## config.mk

```make
export PLATFORM = sky130hd
export DESIGN_NAME = irq_arbiter
export DESIGN_NICKNAME = d
export VERILOG_FILES = /design/src/rtl/irq_arbiter.sv
export SDC_FILE = /design/constraint.sdc
export NUM_CORES = 1
export LEC_CHECK = 0
export CORE_MARGIN = 8
export CORE_UTILIZATION = 39
export DETAILED_ROUTE_END_ITERATION = 12
export PLACE_DENSITY = 0.8
export SETUP_SLACK_MARGIN = 0.5
export SYNTH_ARGS = -nofsm -noshare
export SYNTH_HDL_FRONTEND = slang
export SYNTH_SLANG_ARGS = --single-unit
```

## constraint.sdc

```tcl
create_clock -name clk -period 2.5 [get_ports clk]
set_input_delay 0.375 -clock clk [delete_from_list [all_inputs] [get_ports clk]]
set_output_delay 0.375 -clock clk [all_outputs]
set_load 0.1 [all_outputs]
```

## src/rtl/irq_arbiter.sv

```systemverilog
// irq_arbiter: multi-source interrupt controller feeding one vector/ack pair.
// Edge or level sources, enable mask, fixed or round-robin grant, no preemption.
module irq_arbiter #(
  parameter int                 NUM_SRC   = 8,
  parameter int                 VEC_W     = 4,
  parameter logic [NUM_SRC-1:0] EDGE_MASK = {NUM_SRC{1'b1}},
  parameter bit                 RR_MODE   = 1'b0,
  parameter bit                 ACK_EDGE  = 1'b1
) (
  input  logic               clk,
  input  logic               reset,
  input  logic [NUM_SRC-1:0] irq_src,
  input  logic               cfg_we,
  input  logic [NUM_SRC-1:0] cfg_wdata,
  output logic [NUM_SRC-1:0] enable,
  output logic [NUM_SRC-1:0] pending,
  output logic [VEC_W-1:0]   interrupt_vector,
  input  logic               interrupt_ack,
  output logic               irq_any
);
  localparam int NUM_IDX = 2 ** VEC_W;

  logic [NUM_SRC-1:0] enable_q, enable_d;
  logic [NUM_SRC-1:0] pending_q, pending_d;
  logic [NUM_SRC-1:0] in_service_q, in_service_d;
  logic [NUM_SRC-1:0] irq_d_q;
  logic               ack_d_q;
  logic [VEC_W-1:0]   vec_q, vec_d;
  logic [VEC_W-1:0]   rr_ptr_q, rr_ptr_d;

  logic               ack_evt;
  logic               ack_done;
  logic [VEC_W-1:0]   srv_idx;
  logic [NUM_SRC-1:0] rise;
  logic [NUM_SRC-1:0] eligible;
  logic [NUM_IDX-1:0] eligible_ext;
  logic               grant_found;
  logic [VEC_W-1:0]   grant_idx;

  assign rise         = irq_src & ~irq_d_q;
  assign ack_evt      = ACK_EDGE ? (interrupt_ack & ~ack_d_q) : interrupt_ack;
  assign ack_done     = ack_evt & (vec_q != '0);
  assign srv_idx      = vec_q - VEC_W'(1);
  assign eligible     = pending_q & enable_q & ~in_service_q;
  assign eligible_ext = NUM_IDX'(eligible);

  // Candidate index for search step 'off'; round-robin starts at rr_ptr and wraps.
  function automatic logic [VEC_W-1:0] cand_idx(input logic [VEC_W-1:0] start,
                                                input int off);
    int pos;
    pos = off;
    if (RR_MODE) begin
      pos = int'(start) + off;
      if (pos >= NUM_SRC) pos = pos - NUM_SRC;
    end
    return pos[VEC_W-1:0];
  endfunction

  always_comb begin
    grant_found = 1'b0;
    grant_idx   = '0;
    for (int k = 0; k < NUM_SRC; k++) begin
      if (!grant_found && eligible_ext[cand_idx(rr_ptr_q, k)]) begin
        grant_found = 1'b1;
        grant_idx   = cand_idx(rr_ptr_q, k);
      end
    end
  end

  always_comb begin
    enable_d     = cfg_we ? cfg_wdata : enable_q;
    pending_d    = pending_q;
    in_service_d = in_service_q;
    vec_d        = vec_q;
    rr_ptr_d     = rr_ptr_q;
    for (int i = 0; i < NUM_SRC; i++) begin
      if (EDGE_MASK[i]) begin
        // A fresh edge in the ack cycle must survive the clear.
        if (ack_done && srv_idx == VEC_W'(i)) pending_d[i] = 1'b0;
        if (rise[i]) pending_d[i] = 1'b1;
        in_service_d[i] = 1'b0;
      end else begin
        pending_d[i] = irq_src[i];
        if (ack_done && srv_idx == VEC_W'(i)) in_service_d[i] = 1'b1;
        else if (!irq_src[i]) in_service_d[i] = 1'b0;
      end
    end
    if (ack_done) begin
      vec_d    = '0;
      rr_ptr_d = (srv_idx == VEC_W'(NUM_SRC - 1)) ? '0 : srv_idx + VEC_W'(1);
    end else if (vec_q == '0 && grant_found) begin
      vec_d = grant_idx + VEC_W'(1);
    end
  end

  always_ff @(posedge clk) begin
    if (reset) begin
      enable_q     <= '0;
      pending_q    <= '0;
      in_service_q <= '0;
      irq_d_q      <= '0;
      ack_d_q      <= 1'b0;
      vec_q        <= '0;
      rr_ptr_q     <= '0;
    end else begin
      enable_q     <= enable_d;
      pending_q    <= pending_d;
      in_service_q <= in_service_d;
      irq_d_q      <= irq_src;
      ack_d_q      <= interrupt_ack;
      vec_q        <= vec_d;
      rr_ptr_q     <= rr_ptr_d;
    end
  end

  assign enable           = enable_q;
  assign pending          = pending_q;
  assign interrupt_vector = vec_q;
  assign irq_any          = |eligible;

endmodule

```

==> metrics.txt <==
# TYPE chip_impl_metric gauge
chip_impl_info{name="run_status",value="completed"} 1
chip_impl_metric{name="die_h",unit="µm"} 70.9
chip_impl_metric{name="postPlaceCellArea",unit="mm²"} 0.00164
chip_impl_info{name="crit_slowest_cell",value="sky130_fd_sc_hd__dfxtp_4"} 1
chip_impl_metric{name="synth_top_area_share",unit="%"} 49.4
chip_impl_metric{name="clock_tree.htree_level_count",unit=""} 2
chip_impl_info{name="synthMostInstantiatedCell",value="sky130_fd_sc_hd__dfxtp_1"} 1
chip_impl_metric{name="area_of_the_multi_input_gates",unit="µm²"} 598
chip_impl_metric{name="route.detailed.vias_per_inst",unit=""} 5.42
chip_impl_metric{name="final_area",unit="mm²"} 0.00169
chip_impl_info{name="worst_setup_path_start_kind",value="register"} 1
chip_impl_metric{name="postSynthAreaPerCell",unit="µm²"} 9.48
chip_impl_metric{name="fp.dieW",unit="µm"} 70.9
chip_impl_metric{name="sw_frac_of_total",unit="%"} 38.6
chip_impl_metric{name="preCtsSetupSlack",unit="ns"} 0.644
chip_impl_metric{name="synth_cells",unit=""} 124
chip_impl_metric{name="power_per_standard_cell_area",unit="mW/mm²"} 680
chip_impl_metric{name="post-dp-hpwl",unit="µm"} 2390
chip_impl_metric{name="timing.critical_path.fanout_max",unit=""} 4
chip_impl_metric{name="fin_skew",unit="ns"} 0.00385
chip_impl_metric{name="critical_path_arrival",unit="ns"} 2.10
chip_impl_metric{name="setup_slack_on_the_worst_flop_to_flop_path",unit="ns"} 0.65
chip_impl_metric{name="tritoncts_num_sinks",unit=""} 29
chip_impl_info{name="worst-setup-path-type",value="register to register"} 1
chip_impl_metric{name="sw_power",unit="mW"} 0.444
chip_impl_metric{name="synthXorXnorAreaFrac",unit="%"} 0
chip_impl_metric{name="n_fill_cell",unit=""} 273
chip_impl_metric{name="placement.io_buffers",unit=""} 40
chip_impl_info{name="synth_largest_area_cell",value="sky130_fd_sc_hd__dfxtp_1"} 1
chip_impl_info{name="rsz_0062_raised_after_global_routing",value="false"} 1
chip_impl_metric{name="ys_ff_latch",unit=""} 29
chip_impl_metric{name="synth-async-reset-ratio",unit="%"} 0
chip_impl_metric{name="vias_in_the_first_global_route",unit=""} 1137
chip_impl_info{name="synth_top_cells_by_area",value="sky130_fd_sc_hd__dfxtp_1 49%, sky130_fd_sc_hd__nand2b_1 6.9%, sky130_fd_sc_hd__mux2i_1 6.8%"} 1
chip_impl_metric{name="power_report.internal_total",unit="mW"} 0.706
chip_impl_metric{name="grt_antenna_before_repair",unit=""} 0
chip_impl_metric{name="io_pins",unit=""} 41
chip_impl_metric{name="grt_overflow_total",unit=""} 0
chip_impl_metric{name="die_footprint",unit="mm²"} 0.00503
chip_impl_metric{name="fin_tns_setup",unit="ns"} 0
chip_impl_metric{name="synthesized_area_fraction_occupied_by_ao_oa_aoi_and_oai_cells",unit="%"} 19.3
chip_impl_info{name="synth_ff_type",value="sky130_fd_sc_hd__dfxtp_1"} 1
chip_impl_metric{name="n_antenna_cell",unit=""} 0
chip_impl_metric{name="synth_nets",unit=""} 145
chip_impl_metric{name="drc_errors",unit=""} 0
chip_impl_metric{name="synth-edff-count",unit=""} 0
chip_impl_metric{name="sequential_cell_area",unit="µm²"} 641
chip_impl_metric{name="clock_latency",unit="ns"} 0.32
chip_impl_metric{name="required",unit="ns"} 2.75
chip_impl_metric{name="first_pass_iters",unit=""} 4
chip_impl_metric{name="min_delay_path_depth",unit=""} 2
chip_impl_metric{name="netlist_area",unit="mm²"} 0.00118
chip_impl_metric{name="buf_inv_stages_crit_path",unit=""} 1
chip_impl_metric{name="worst_slew_pin_tran",unit="ns"} 0.515
chip_impl_info{name="worst_hold_startpoint",value="irq_d_q[1]"} 1
chip_impl_metric{name="proportion_of_layout_cells_with_a_drive_suffix_above_1",unit="%"} 30.2
chip_impl_metric{name="ir_worst_vdd",unit="mV"} 0.336
chip_impl_metric{name="postCtsSetupRepairBufs",unit=""} 0
chip_impl_metric{name="yosys.area_share.simple",unit="%"} 21.5
chip_impl_metric{name="cts_made_buffers",unit=""} 5
chip_impl_info{name="r2r_end",value="interrupt_vector[2]"} 1
chip_impl_metric{name="finalMaxSlewViolations",unit=""} 0
chip_impl_metric{name="gr-usage-all-layers",unit="%"} 12.3
chip_impl_metric{name="start_util",unit="%"} 39.8
chip_impl_metric{name="rows",unit=""} 20
chip_impl_metric{name="routabilityCongestion",unit=""} 0.821
chip_impl_metric{name="worst_slew_margin_rel",unit="%"} 65.5
chip_impl_metric{name="portion_of_netlist_area_occupied_by_mux_cells",unit="%"} 6.81
chip_impl_info{name="min_delay_worst_endpoint",value="pending[1]"} 1
chip_impl_metric{name="p_leak",unit="nW"} 0.685
chip_impl_metric{name="grt_first_pass_wirelength",unit="µm"} 5000
chip_impl_info{name="timing.critical_path.cells",value="nand2_1 -> a32o_1 -> a32oi_2 -> inv_1 -> ha_1 -> a2111oi_2 -> a21oi_1 -> o21ai_1"} 1
chip_impl_metric{name="pwr-share-comb",unit="%"} 31.8
chip_impl_metric{name="ctsLongestPathBuffers",unit=""} 2
chip_impl_metric{name="number_of_maximum_capacitance_constraint_violations",unit=""} 0
chip_impl_metric{name="core_region_area",unit="mm²"} 0.00295
chip_impl_metric{name="post_synth_num_cell_types",unit=""} 29
chip_impl_metric{name="layout-area-overhead-vs-synth",unit="%"} 43.8
chip_impl_metric{name="clockPowerShare",unit="%"} 22.5
chip_impl_metric{name="setup-violations-final",unit=""} 0
chip_impl_metric{name="max_clock_freq",unit="MHz"} 541
chip_impl_info{name="critical-path-top-delay-family",value="compound AO/OA/AOI/OAI gates"} 1
chip_impl_metric{name="reg2regPathDepth",unit=""} 8
chip_impl_metric{name="drt_first_iter_violations",unit=""} 22
chip_impl_metric{name="highest_cell_delay_on_the_worst_timing_path",unit="ns"} 0.37
chip_impl_info{name="tritoncts",value="built"} 1
chip_impl_metric{name="antenna_violating_nets_left",unit=""} 0
chip_impl_metric{name="finalWorstSetupSlack",unit="ns"} 0.652
chip_impl_info{name="critical_path.reg2reg.startpoint",value="pending[6]"} 1
chip_impl_metric{name="min_period",unit="ns"} 1.85
chip_impl_info{name="synth_top_family_by_area",value="simple AND/OR/NAND/NOR gates"} 1
chip_impl_metric{name="nets_final",unit=""} 189
chip_impl_metric{name="path_clk_slew",unit="ns"} 0.08
chip_impl_metric{name="routed_wl",unit="µm"} 2970
chip_impl_metric{name="finalHoldViolations",unit=""} 0
chip_impl_metric{name="ys_seq_area_share",unit="%"} 49.4
chip_impl_metric{name="synth_adder_area_share",unit="%"} 1.06
chip_impl_metric{name="ctsHoldBuffers",unit=""} 0
chip_impl_info{name="crit_path_end_kind",value="register"} 1
chip_impl_metric{name="ys.warnings.count",unit=""} 0
chip_impl_metric{name="mean_routed_wirelength_per_cell",unit="µm"} 14.7
chip_impl_metric{name="largest_net_degree_at_the_start_of_global_routing",unit=""} 17
chip_impl_info{name="synth_commonest_cells",value="29 x sky130_fd_sc_hd__dfxtp_1, 13 x sky130_fd_sc_hd__nand2b_1, 10 x sky130_fd_sc_hd__a21oi_1, 10 x sky130_fd_sc_hd__nor2_1, 10 x sky130_fd_sc_hd__nor2b_1"} 1
chip_impl_metric{name="fin_crit_sh",unit="%"} 73.9
chip_impl_info{name="clk_root_buffer_cell",value="sky130_fd_sc_hd__clkbuf_4"} 1
chip_impl_metric{name="sequential_power_share",unit="%"} 45.7
chip_impl_info{name="min-delay-path-class",value="register to register"} 1
chip_impl_metric{name="utilization",unit="%"} 57.3
chip_impl_metric{name="via_count",unit=""} 1094
-- kinds of logic (layout without fill, tap and decap cells) --
kind of cell	Yosys count	after routing
compound gates	32	32
fa+ha+maj	1	1
buf+inv	6	51
flops	29	29
mux	8	8
simple gates	48	48
-- worst register-to-register path, cell delays in order, from the launching register on --
cell and delay, ns:
sky130_fd_sc_hd__dfxtp_4 0.37, sky130_fd_sc_hd__nand2_1 0.05, sky130_fd_sc_hd__a32o_1 0.27, sky130_fd_sc_hd__a32oi_2 0.28
sky130_fd_sc_hd__inv_1 0.08, sky130_fd_sc_hd__ha_1 0.22, sky130_fd_sc_hd__a2111oi_2 0.32, sky130_fd_sc_hd__a21oi_1 0.07
sky130_fd_sc_hd__o21ai_1 0.13
-- cell type report --
type	count	share of cell area, %
Timing Repair Buffer	41	21.0
Clock buffer	8	2.88
Inverter	2	0.444
Multi-Input combinational cell	89	35.4
Sequential cell	29	37.9
Tap cell	33	2.44
-- per-layer routing --
| layer | wire length [µm] | share of wire (%) | track usage, % |
|---|---|---|---|
| met5 | 0 | 0 | 0 |
| met4 | 36 | 1.2 | 5.54 |
| met3 | 258 | 8.7 | 5.93 |
| met2 | 1450 | 49 | 19.8 |
| met1 | 1230 | 41 | 13.3 |
-- power groups by stage --
stage	combinational [mW]	clock (mW)	sequential, mW
4_1_cts	0.366	0.267	0.526
6_report	0.365	0.259	0.525
2_1_floorplan	0.103	0	0.697
3_3_place_gp	0.360	0	0.534
5_1_grt	0.382	0.288	0.531
3_5_place_dp	0.365	0	0.536
-- sequential cells by signal, indices dropped and copies added (netlist names) --
| register | flops |
|---|---|
| enable | 8 |
| pending | 8 |
| ack_d_q | 1 |
| irq_d_q | 8 |
| interrupt_vector | 4 |
-- layout by cell type (no fill, tap or decap), drive strengths merged, types with 3 or more instances in the layout --
master / n
clkbuf: 8
nand2b: 13
a22oi: 4
clkdlybuf4s50: 19
mux2i: 8
a32o: 3
buf: 22
dfxtp: 29
a21oi: 10
nand2: 8
nor2b: 10
o21ai: 8
nor2: 11
-- repair_timing --
| action | in CTS | in global routing |
|---|---|---|
| hold endpoints to repair | 0 | 0 |
| endpoints found under the setup margin | 0 | 1 |
| gates resized for setup | 0 | 2 |
-- worst max path at each step --
stage                     startpoint                  end  slack [ns]  cells after the start
after floorplan           pending[4]  interrupt_vector[0]        0.16                      3
after detailed placement  pending[6]  interrupt_vector[2]        0.64                      8
after CTS                 pending[6]  interrupt_vector[2]        0.62                      8
after global routing      pending[6]  interrupt_vector[2]        0.53                      8
after global placement     enable[6]  interrupt_vector[2]        0.74                      8
final                     pending[6]  interrupt_vector[2]        0.65                      8
-- through the flow --
stage / cells / hold slack [ns] / power, mW
floorplan: 124 / 0.452 / 0.801
global placement: 194 / 0.461 / 0.895
detailed placement: 194 / 0.469 / 0.902
CTS: 202 / 0.481 / 1.16
global route: 202 / 0.496 / 1.20
finish: 202 / 0.475 / 1.15
Power figures use the tool's default switching activity.
